[config.mk]
export PLATFORM = sky130hd
export DESIGN_NAME = rotary_encoder_scanner
export DESIGN_NICKNAME = d
export VERILOG_FILES = /design/src/rtl/rotary_scanner_pkg.sv /design/src/rtl/rotary_scanner_fifo.sv /design/src/rtl/rotary_encoder_scanner.sv
export SDC_FILE = /design/constraint.sdc
export NUM_CORES = 1
export LEC_CHECK = 0
export ABC_AREA = 1
export CAP_MARGIN = 20
export CELL_PAD_IN_SITES_DETAIL_PLACEMENT = 1
export CELL_PAD_IN_SITES_GLOBAL_PLACEMENT = 1
export CORE_MARGIN = 2
export CORE_UTILIZATION = 48
export CTS_BUF_LIST = sky130_fd_sc_hd__clkbuf_16
export DETAILED_ROUTE_END_ITERATION = 12
export HOLD_SLACK_MARGIN = 0.12
export PLACE_DENSITY = 0.95
export SKIP_CTS_REPAIR_TIMING = 1
export SYNTH_ARGS = -nofsm -noshare
export SYNTH_HDL_FRONTEND = slang
export SYNTH_SLANG_ARGS = --single-unit
[constraint.sdc]
create_clock -name clk -period 7.7 [get_ports clk]
set_clock_uncertainty 0.05 [all_clocks]
set_input_delay 1.54 -clock clk [delete_from_list [all_inputs] [get_ports clk]]
set_output_delay 1.54 -clock clk [all_outputs]
set_load 0.03 [all_outputs]
[src/rtl/rotary_scanner_pkg.sv]
// Shared types and constants for the rotary encoder scanner: event record layout,
// INFO byte bit positions and CTRL register bits.
package rotary_scanner_pkg;

  localparam int MAX_CH      = 8;
  localparam int CH_W        = 3;
  // Queue entries carry the counter value at this fixed width; narrower counters are zero-extended.
  localparam int EVT_VALUE_W = 16;

  localparam int INFO_VALID_BIT = 7;
  localparam int INFO_TYPE_BIT  = 6;
  localparam int INFO_DIR_BIT   = 5;
  localparam int INFO_SW_BIT    = 4;
  localparam int INFO_CH_LSB    = 0;

  localparam int CTRL_INT_EN_BIT = 0;
  localparam int CTRL_FLUSH_BIT  = 1;

  typedef struct packed {
    logic                   evt_type;
    logic                   dir;
    logic                   sw;
    logic [CH_W-1:0]        ch;
    logic [EVT_VALUE_W-1:0] value;
  } evt_t;

  function automatic logic [7:0] info_byte(input logic valid, input evt_t e);
    logic [7:0] b;
    b = '0;
    if (valid) begin
      b[INFO_VALID_BIT]           = 1'b1;
      b[INFO_TYPE_BIT]            = e.evt_type;
      b[INFO_DIR_BIT]             = e.dir;
      b[INFO_SW_BIT]              = e.sw;
      b[INFO_CH_LSB +: CH_W]      = e.ch;
    end
    return b;
  endfunction

endpackage

[src/rtl/rotary_scanner_fifo.sv]
// Event queue shared by all scanner channels: synchronous FIFO with push, pop and flush.
// Pop is ignored when empty; push while full is accepted only together with a pop.
module rotary_scanner_fifo
  import rotary_scanner_pkg::*;
#(
  parameter int DEPTH = 8
) (
  input  logic clk,
  input  logic reset_n,
  input  logic push_i,
  input  logic pop_i,
  input  logic flush_i,
  input  evt_t din_i,
  output evt_t head_o,
  output logic full_o,
  output logic empty_o
);

  localparam int AW = $clog2(DEPTH);

  evt_t          mem_q [DEPTH];
  logic [AW-1:0] wptr_q, rptr_q;
  logic [AW:0]   count_q, count_d;
  logic          do_push, do_pop;

  assign full_o  = (count_q == (AW+1)'(DEPTH));
  assign empty_o = (count_q == '0);
  assign head_o  = mem_q[rptr_q];

  always_comb begin
    do_pop  = pop_i & ~empty_o & ~flush_i;
    do_push = push_i & (~full_o | do_pop) & ~flush_i;
    count_d = count_q;
    if (flush_i) begin
      count_d = '0;
    end else if (do_push && !do_pop) begin
      count_d = count_q + (AW+1)'(1);
    end else if (do_pop && !do_push) begin
      count_d = count_q - (AW+1)'(1);
    end
  end

  always_ff @(posedge clk) begin
    if (!reset_n) begin
      wptr_q  <= '0;
      rptr_q  <= '0;
      count_q <= '0;
    end else begin
      count_q <= count_d;
      if (flush_i) begin
        wptr_q <= '0;
        rptr_q <= '0;
      end else begin
        if (do_push) wptr_q <= wptr_q + AW'(1);
        if (do_pop)  rptr_q <= rptr_q + AW'(1);
      end
    end
  end

  always_ff @(posedge clk) begin
    if (reset_n && do_push) mem_q[wptr_q] <= din_i;
  end

endmodule

[src/rtl/rotary_encoder_scanner.sv]
// Multi-channel rotary encoder event scanner: change detection, round-robin queueing, CPU drain regs.
// Optional: define ROTARY_SCANNER_SW_EVENT_EN to raise events on switch-level changes (type=1).
module rotary_encoder_scanner
  import rotary_scanner_pkg::*;
#(
  parameter int NUM_CH             = 4,
  parameter int COUNTER_BITS       = 8,
  parameter int FIFO_DEPTH         = 8,
  parameter int DATA_WIDTH         = 8,
  parameter int REG_ADDR_EVT_INFO  = 0,
  parameter int REG_ADDR_EVT_VALUE = 1,
  parameter int REG_ADDR_MASK      = 2,
  parameter int REG_ADDR_CTRL      = 3
) (
  input  logic                           clk,
  input  logic                           reset_n,
  input  logic                           stb_i,
  input  logic                           we_i,
  input  logic [DATA_WIDTH-1:0]          adr_wr_i,
  input  logic [DATA_WIDTH-1:0]          adr_rd_i,
  input  logic [DATA_WIDTH-1:0]          dat_i,
  output logic [DATA_WIDTH-1:0]          dat_o,
  output logic                           ack_o,
  input  logic [NUM_CH*COUNTER_BITS-1:0] counter_in,
  input  logic [NUM_CH-1:0]              sw_in,
  output logic                           int_o
);

  logic                    wr_en_q;
  logic [DATA_WIDTH-1:0]   wr_adr_q, wr_dat_q;
  logic [NUM_CH-1:0]       mask_q, pend_q, shadow_sw_q;
  logic [COUNTER_BITS-1:0] shadow_val_q [NUM_CH];
  logic                    int_en_q, primed_q, int_q;
  logic [CH_W-1:0]         last_grant_q;

  logic [COUNTER_BITS-1:0] cnt [MAX_CH];
  logic [COUNTER_BITS-1:0] shd [MAX_CH];
  logic [MAX_CH-1:0]       sw_vec, val_chg, sw_chg, chg, req;
  logic [CH_W-1:0]         scan_idx, gnt_ch;
  logic                    gnt_valid, push, pop, flush, rd_value_hit;
  logic [COUNTER_BITS-1:0] delta;
  logic                    fifo_full, fifo_empty;
  evt_t                    evt_d, head;
  logic [7:0]              info;
  logic                    unused_sig;

  assign ack_o        = stb_i;
  assign int_o        = int_q;
  assign flush        = wr_en_q && (wr_adr_q == DATA_WIDTH'(REG_ADDR_CTRL)) && wr_dat_q[CTRL_FLUSH_BIT];
  assign rd_value_hit = stb_i && !we_i && (adr_rd_i == DATA_WIDTH'(REG_ADDR_EVT_VALUE));
  assign unused_sig   = ^{wr_dat_q, sw_chg, head.value};

  // Per-channel view widened to MAX_CH so the 3-bit channel index can address it directly.
  always_comb begin
    cnt     = '{default: '0};
    shd     = '{default: '0};
    sw_vec  = '0;
    val_chg = '0;
    sw_chg  = '0;
    chg     = '0;
    req     = '0;
    for (int k = 0; k < NUM_CH; k++) begin
      cnt[k]     = counter_in[k*COUNTER_BITS +: COUNTER_BITS];
      shd[k]     = shadow_val_q[k];
      sw_vec[k]  = sw_in[k];
      val_chg[k] = (cnt[k] != shd[k]);
      sw_chg[k]  = (sw_in[k] != shadow_sw_q[k]);
`ifdef ROTARY_SCANNER_SW_EVENT_EN
      chg[k]     = val_chg[k] | sw_chg[k];
`else
      chg[k]     = val_chg[k];
`endif
      req[k]     = primed_q & mask_q[k] & (pend_q[k] | chg[k]);
    end
  end

  always_comb begin
    gnt_valid = 1'b0;
    gnt_ch    = '0;
    scan_idx  = '0;
    pop       = rd_value_hit & ~fifo_empty & ~flush;
    for (int i = 0; i < NUM_CH; i++) begin
      scan_idx = CH_W'((32'(last_grant_q) + 32'(i) + 32'd1) % 32'(NUM_CH));
      if (!gnt_valid && req[scan_idx]) begin
        gnt_valid = 1'b1;
        gnt_ch    = scan_idx;
      end
    end
    // A full queue only delays a grant; a same-cycle pop frees the slot.
    if (flush || (fifo_full && !pop)) gnt_valid = 1'b0;
    push = gnt_valid;
  end

  always_comb begin
    evt_d       = '0;
    delta       = cnt[gnt_ch] - shd[gnt_ch];
    evt_d.ch    = gnt_ch;
    evt_d.value = EVT_VALUE_W'(cnt[gnt_ch]);
    evt_d.sw    = sw_vec[gnt_ch];
    evt_d.dir   = (delta != '0) && !delta[COUNTER_BITS-1];
`ifdef ROTARY_SCANNER_SW_EVENT_EN
    evt_d.evt_type = !val_chg[gnt_ch] && sw_chg[gnt_ch];
`endif
  end

  rotary_scanner_fifo #(
    .DEPTH (FIFO_DEPTH)
  ) u_fifo (
    .clk     (clk),
    .reset_n (reset_n),
    .push_i  (push),
    .pop_i   (pop),
    .flush_i (flush),
    .din_i   (evt_d),
    .head_o  (head),
    .full_o  (fifo_full),
    .empty_o (fifo_empty)
  );

  assign info = info_byte(~fifo_empty, head);

  always_comb begin
    dat_o = '0;
    if (adr_rd_i == DATA_WIDTH'(REG_ADDR_EVT_INFO)) begin
      dat_o = DATA_WIDTH'(info);
    end else if (adr_rd_i == DATA_WIDTH'(REG_ADDR_EVT_VALUE) && !fifo_empty) begin
      dat_o = DATA_WIDTH'(head.value);
    end
  end

  always_ff @(posedge clk) begin
    if (!reset_n) begin
      wr_en_q      <= 1'b0;
      wr_adr_q     <= '0;
      wr_dat_q     <= '0;
      mask_q       <= '0;
      int_en_q     <= 1'b0;
      primed_q     <= 1'b0;
      int_q        <= 1'b0;
      pend_q       <= '0;
      shadow_sw_q  <= '0;
      last_grant_q <= CH_W'(NUM_CH-1);
      for (int k = 0; k < NUM_CH; k++) shadow_val_q[k] <= '0;
    end else begin
      wr_en_q  <= stb_i & we_i;
      wr_adr_q <= adr_wr_i;
      wr_dat_q <= dat_i;
      primed_q <= 1'b1;
      int_q    <= int_en_q & ~fifo_empty;
      if (gnt_valid) last_grant_q <= gnt_ch;
      if (wr_en_q && wr_adr_q == DATA_WIDTH'(REG_ADDR_MASK)) mask_q <= wr_dat_q[NUM_CH-1:0];
      if (wr_en_q && wr_adr_q == DATA_WIDTH'(REG_ADDR_CTRL)) int_en_q <= wr_dat_q[CTRL_INT_EN_BIT];
      // Priming, disabled channels, flush and grant all resync the shadow without raising an event.
      for (int k = 0; k < NUM_CH; k++) begin
        if (!primed_q || !mask_q[k] || flush || (gnt_valid && gnt_ch == CH_W'(k))) begin
          shadow_val_q[k] <= cnt[k];
          shadow_sw_q[k]  <= sw_in[k];
          pend_q[k]       <= 1'b0;
        end else if (chg[k]) begin
          pend_q[k] <= 1'b1;
        end
      end
    end
  end

endmodule

==> Word level (Yosys, flattened, before mapping) <==
Memories as Yosys holds them, arrays and structs flattened. A register that Yosys moved wholly into a read port is not among the register bits.
Cells that the tools add are included.
Widths: inputs -> output; s select.
{ "classes": {"addsub": 11, "magnitude_cmp": 6, "eq_ne": 11, "mux": 53, "n_bitwise": 30, "n_reduce_logical": 55} }
{ "ops": {"columns": ["cell", "count"], "rows": [
  ["$mux 8", 10],
  ["$bmux 8 s3", 2],
  ["$ne 8x8->1", 4],
  ["$mux 1", 26],
  ["$logic_and 1x1->1", 18],
  ["$mux 3", 6],
  ["$and 1x1->1", 16],
  ["$eq 8x2->1 const B", 2],
  ["$lt 2x4->1 const B", 4],
  ["$logic_not 1->1", 14],
  ["$logic_or 1x1->1", 13],
  ["$mux 4", 3],
  ["$reduce_or 2->1", 5],
  ["$or 1x1->1", 9],
  ["$add 2x1->2 const B", 4],
  ["$bmux 1 s2", 4],
  ["$eq 8x1->1 const B", 1],
  ["$logic_not 8->1", 1],
  ["$reduce_bool 8->1", 1],
  ["$sub 8x8->8", 1],
  ["$add 3x1->3 const B", 2],
  ["$eq 3x2->1 const B", 2],
  ["$add 2x2->2 const B", 2],
  ["$add 4x1->4 const B", 1],
  ["other kinds (12)", 15]
]} }
{ "word_totals": {"ff_bits": 36, "mem_bits_rw": 136, "input_bits": 64, "wordCells": 183, "n_memories": 2} }
{ "mem_list": {"columns": ["memory", "words", "word_bits", "rd", "rd_ports_with_merged_regs", "write_ports", "line", "rtl"], "rows": [
  ["u_fifo.mem_q", 8, 13, 1, 1, 1, "rotary_scanner_fifo.sv:21", "evt_t mem_q [DEPTH];"],
  ["shadow_val_q", 4, 8, 4, 0, 4, "rotary_encoder_scanner.sv:32", "logic [COUNTER_BITS-1:0] shadow_val_q [NUM_CH];"]
]} }

==> Depth between registers and ports, before layout <==
An unclocked memory read counts as a cell.
{ "logic_depth": {"ltp_word": 23, "ltp_mapped": 36, "depth_no_buf": 35} }

==> Modules after synthesis <==
Synthesis repeated with hierarchy kept, for this count alone.
{ "unflattened": {"hier_cells": 1195, "hier_area_um2": 11496.0} }
{ "by_module_without_submodules": {"columns": ["module", "instances", "cells_each", "area_each_um2", "seq_area_each_um2"], "rows": [
  ["rotary_scanner_fifo", 1, 645, 7641.1, 5545.3],
  ["rotary_encoder_scanner", 1, 550, 3854.9, 1481.4]
]} }

==> Least setup slack after synthesis <==
No wires, ideal clock.
{ "synth_timing": {"path_type": "input to register", "start": "input counter_in[1]", "end": "memory u_fifo.mem_q[0][11] (netlist bit), data pin", "t_arrival_ps": 5088, "required_ps": 7444, "path_slack_ps": 2356, "path_stages": 32, "n_path_buf": 1, "cell_sequence": "inv_1 > nor2_1 > nor3_2 > nand3_1 > nand3_1 > nand2_1 > nand2_1 > nand2_1 > nand2_1 > nand2_1 > nor2_1 > nand2_2 > nand2_8 > inv_4 > nand2_4 > buf_6 > nor2_1 > a21oi_1 > o221ai_1 > ha_1 > a21oi_1 > o21ai_0 > a21oi_1 > inv_1 > a21oi_1 > nor2_1 > o21a_1 > nor2_1 > inv_1 > nand3_1 > a21oi_1 > nor2_1"} }
{ "synth_lines": {"columns": ["element", "line", "rtl"], "rows": [
  ["start, declared", "rotary_encoder_scanner.sv:24", "input logic [NUM_CH*COUNTER_BITS-1:0] counter_in,"],
  ["end, declared", "rotary_scanner_fifo.sv:21", null]
]} }

==> Worst setup path in the final report <==
{ "layout_timing": {"start": "input counter_in[7]", "end": "memory u_fifo.mem_q[0][11] (netlist bit), data pin"} }
{ "layout_between": {"elab_chain_cells": 17, "elab_cells_between_ends": 26, "classes_between": "1 x eq/ne; 17 x mux; 2 x bitwise; 6 x reduce/logical"} }
{ "layout_rtl": {"columns": ["element", "line", "rtl"], "rows": [
  ["$ne 8x8->1 (*)", "rotary_encoder_scanner.sv:66", "val_chg[k] = (cnt[k] != shd[k]);"],
  ["$or 1x1->1 (*)", "rotary_encoder_scanner.sv:73", "req[k] = primed_q & mask_q[k] & (pend_q[k] | chg[k]);"],
  ["$and 1x1->1 (*)", "rotary_encoder_scanner.sv:73", null],
  ["$bmux 1 s2", "rotary_encoder_scanner.sv:84", "if (!gnt_valid && req[scan_idx]) begin"],
  ["$mux 1 (not written as such)", "rotary_encoder_scanner.sv:84", null],
  ["$mux 1", "rotary_encoder_scanner.sv:84", null],
  ["$logic_not 1->1", "rotary_encoder_scanner.sv:84", null],
  ["$logic_and 1x1->1", "rotary_encoder_scanner.sv:84", null],
  ["$mux 1", "rotary_encoder_scanner.sv:84", null],
  ["$logic_not 1->1", "rotary_encoder_scanner.sv:84", null],
  ["$logic_and 1x1->1", "rotary_encoder_scanner.sv:84", null],
  ["$mux 1", "rotary_encoder_scanner.sv:84", null],
  ["$logic_not 1->1", "rotary_encoder_scanner.sv:84", null],
  ["$logic_and 1x1->1", "rotary_encoder_scanner.sv:84", null],
  ["$mux 3 (*)", "rotary_encoder_scanner.sv:84", null],
  ["$bmux 1 s3 (*)", "rotary_encoder_scanner.sv:99", "evt_d.sw = sw_vec[gnt_ch];"],
  ["$mux 1 (not written as such) (*)", "rotary_encoder_scanner.sv:99", null]
]} }
Every way passes the cells marked *; elsewhere a longest branch is shown, timed or not. The select of a mux whose other input is x is not followed.

==> results.ini <==
[clocking]
clkTransAtPathRegs_ns=0.07
cts.sinks=167
cts_tree=yes
clk_latency_ns=0.43
cts_root_buf=clkbuf_16
cts_made_buffers=17
cts_buffer_depth=2
htree_levels=4

[setup_path]
slowest_delay_ns=0.80
critPathBufInv=5
path_delay_family=simple AND/OR/NAND/NOR gates
critPathRequiredTime_ns=7.81
r2r_setup_slack_ns=1.99
slowest_stage=o221ai_1
cpMostUsedCell=nand2_1
arrival_ns=7.03
worstSetupPathDepth=30
start_kind=input pin
rr_endpoint=u_fifo.mem_q[0][11]$_DFFE_PP_
reg2reg_from=shadow_val_q[0][5]$_SDFFCE_PN0P_
r2r_cells=30
cp-startpoint=counter_in[7]
cp-end-kind=register
setup.worst_path.class=in2reg
cp_max_fo=18

[global_routing]
grt-ovfl-total=0
grt_pass1_wl_um=37700
grt_pass1_vias=7272
grt_usage_pct=27.63
antenna_found_initial=1
grt_max_degree=50

[timing]
max_freq_mhz=144.5
rsz0062_at_grt=false
relSlewSlack_pct=29.01
final-setup-viol-count=0
tightest_slew_ns=1.065
period_share_pct=89.87
final.min_clock_period_ns=6.920
setup_ws_ns=0.7799
hold_viol_final=0
setup_tns_ns=0
maxSlewViolCount=0

[die]
die_area_mm2=0.01804
die_h_um=134.3
die_x_um=134.3
fp.coreArea_mm2=0.01658
rows=47
ioPinCount=74
initial_utilization_pct=49.16

[pwr]
p_clk_share_pct=23.2
intPower_mw=2.403
power_frac_seq_pct=34.6
power.total_mw=4.008
swShare_pct=40.05
netSwitchingPower_mw=1.605
p_leak_nw=3.989
comb_power_share_pct=42.2
power_density_mw_per_mm2=413.1
peakVddDrop_mv=0.1911

[hold_path]
min_path_cells=2
hp-class=reg2reg
min_from=int_en_q$_SDFFE_PN0P_
holdPathEnd=int_o$_SDFF_PN0_

[finish]
final_common_cell=nand2_1
finalNetCount=1021
antenna_cells=0
layout-drive-gt1-share_pct=10.89
syn_to_final_growth_pct=19.00
most-common-layout-cells=nand2_1 (144), nor2_1 (138), edfxtp_1 (128)

[synthesis]
synth_fp_nets=948
synthArstFlopShare_pct=0
synth_enable_flop_cells=128
synth_seq_area_share_pct=56.72
avgSynthCellArea_um2=9.371
syn_inst=870
ys_seq_elements=167
synth_ff_type=edfxtp_1
synth-warning-count=0
syn_area_mm2=0.008153
synth_cell_types=46

[route]
totalWireLength_um=23950
wl_per_cell_um=20.38
drtPass1Iterations=6
viasPerCell=5.689
postRouteAntennaNets=0
drt_iter0_markers=474
post-route-drc-count=0
route.vias.total=6685

[placed_design]
place_ws_ns=0.5127
hpwl_um=16380
gp_congestion=0.8498
numPortBuffers=69

[job]
drv_cap=0

[run_status]
status=finished, final reports clean

-- tightest hold or removal path, stage by stage, from the launching register on --
cell and delay [ns]:
dfxtp_1 0.30, inv_1 0.07, nor3_1 0.05
-- registers in the layout, indices dropped and copies added, names as in the netlist, named ones only --
signal and cells:
last_grant_q 2, shadow_val_q 32, u_fifo.wptr_q 3, pend_q 4, mask_q 4, wr_adr_q 8, u_fifo.count_q 4, u_fifo.mem_q 96
int_en_q 1, primed_q 1, wr_en_q 1, wr_dat_q 4, u_fifo.rptr_q 3, int_o 1
-- power by group through the flow --
stage,clock network [mW],logic [mW],registers (mW)
after floorplan,0,1.22,1.37
after global placement,0,1.50,1.39
after detailed placement,0,1.63,1.40
after CTS,0.932,1.67,1.38
after global routing,0.963,1.85,1.39
final,0.930,1.69,1.39
-- how the worst max path moves through the flow --
| stage | endpoint | slack, ns |
|---|---|---|
| 3_3_place_gp | u_fifo.mem_q[1][11]$_DFFE_PP_ | 0.88 |
| 4_1_cts | u_fifo.mem_q[5][11]$_DFFE_PP_ | 0.82 |
| 2_1_floorplan | u_fifo.mem_q[0][11]$_DFFE_PP_ | 2.36 |
| 3_5_place_dp | u_fifo.mem_q[1][11]$_DFFE_PP_ | 0.51 |
| 6_report | u_fifo.mem_q[0][11]$_DFFE_PP_ | 0.78 |
| 5_1_grt | u_fifo.mem_q[5][11]$_DFFE_PP_ | 0.37 |
-- cells in the mapped netlist (18+ instances only) --
cell type  count  area share, %
o21ai_0       65            4.0
clkbuf_1      18           0.83
a21oi_1       29            1.8
nand3_1       49            3.0
inv_1         94            4.3
dfxtp_1       39            9.6
nor2_1       138            6.4
o221ai_1      21            2.3
edfxtp_1     128             47
nand2_1      144            6.6
inv_2         20           0.92
-- cells by family after synthesis --
family	share of synthesized area [%]
xor+xnor	1.704
fa+ha+maj	2.333
simple gates	20.90
flops	56.72
compound gates	11.23
buf+inv	7.105
-- final cells by class --
| class | instances | area [µm²] |
|---|---|---|
| clock buffer | 17 | 425.4 |
| tap | 220 | 275.3 |
| timing repair buffer | 80 | 777.0 |
| inverter | 116 | 440.4 |
| clock inverter | 14 | 210.2 |
| sequential | 167 | 4624 |
| fill | 1916 | 6882 |
| multi-input combinational | 561 | 2949 |
-- through the flow --
stage	area [µm²]	utilization [%]	std cells	hold WS (ns)
floorplan	8153	-	870	0.3742
global placement	9055	54.60	1143	0.3951
detailed placement	9055	54.60	1143	0.3953
CTS	9691	58.44	1174	0.4077
global route	9702	58.50	1175	0.4379
finish	9702	58.50	1175	0.4056
-- metal layers --
| metal | up-vias | wire [µm] | global-route usage [%] |
|---|---|---|---|
| met5 | - | 13 | 0 |
| met4 | 2 | 868 | 12.16 |
| met3 | 71 | 933 | 4.346 |
| met2 | 210 | 12700 | 51.08 |
| met1 | 3309 | 9430 | 31.40 |
| li1 | 3093 | - | - |
(Power assumes the default switching activity.)
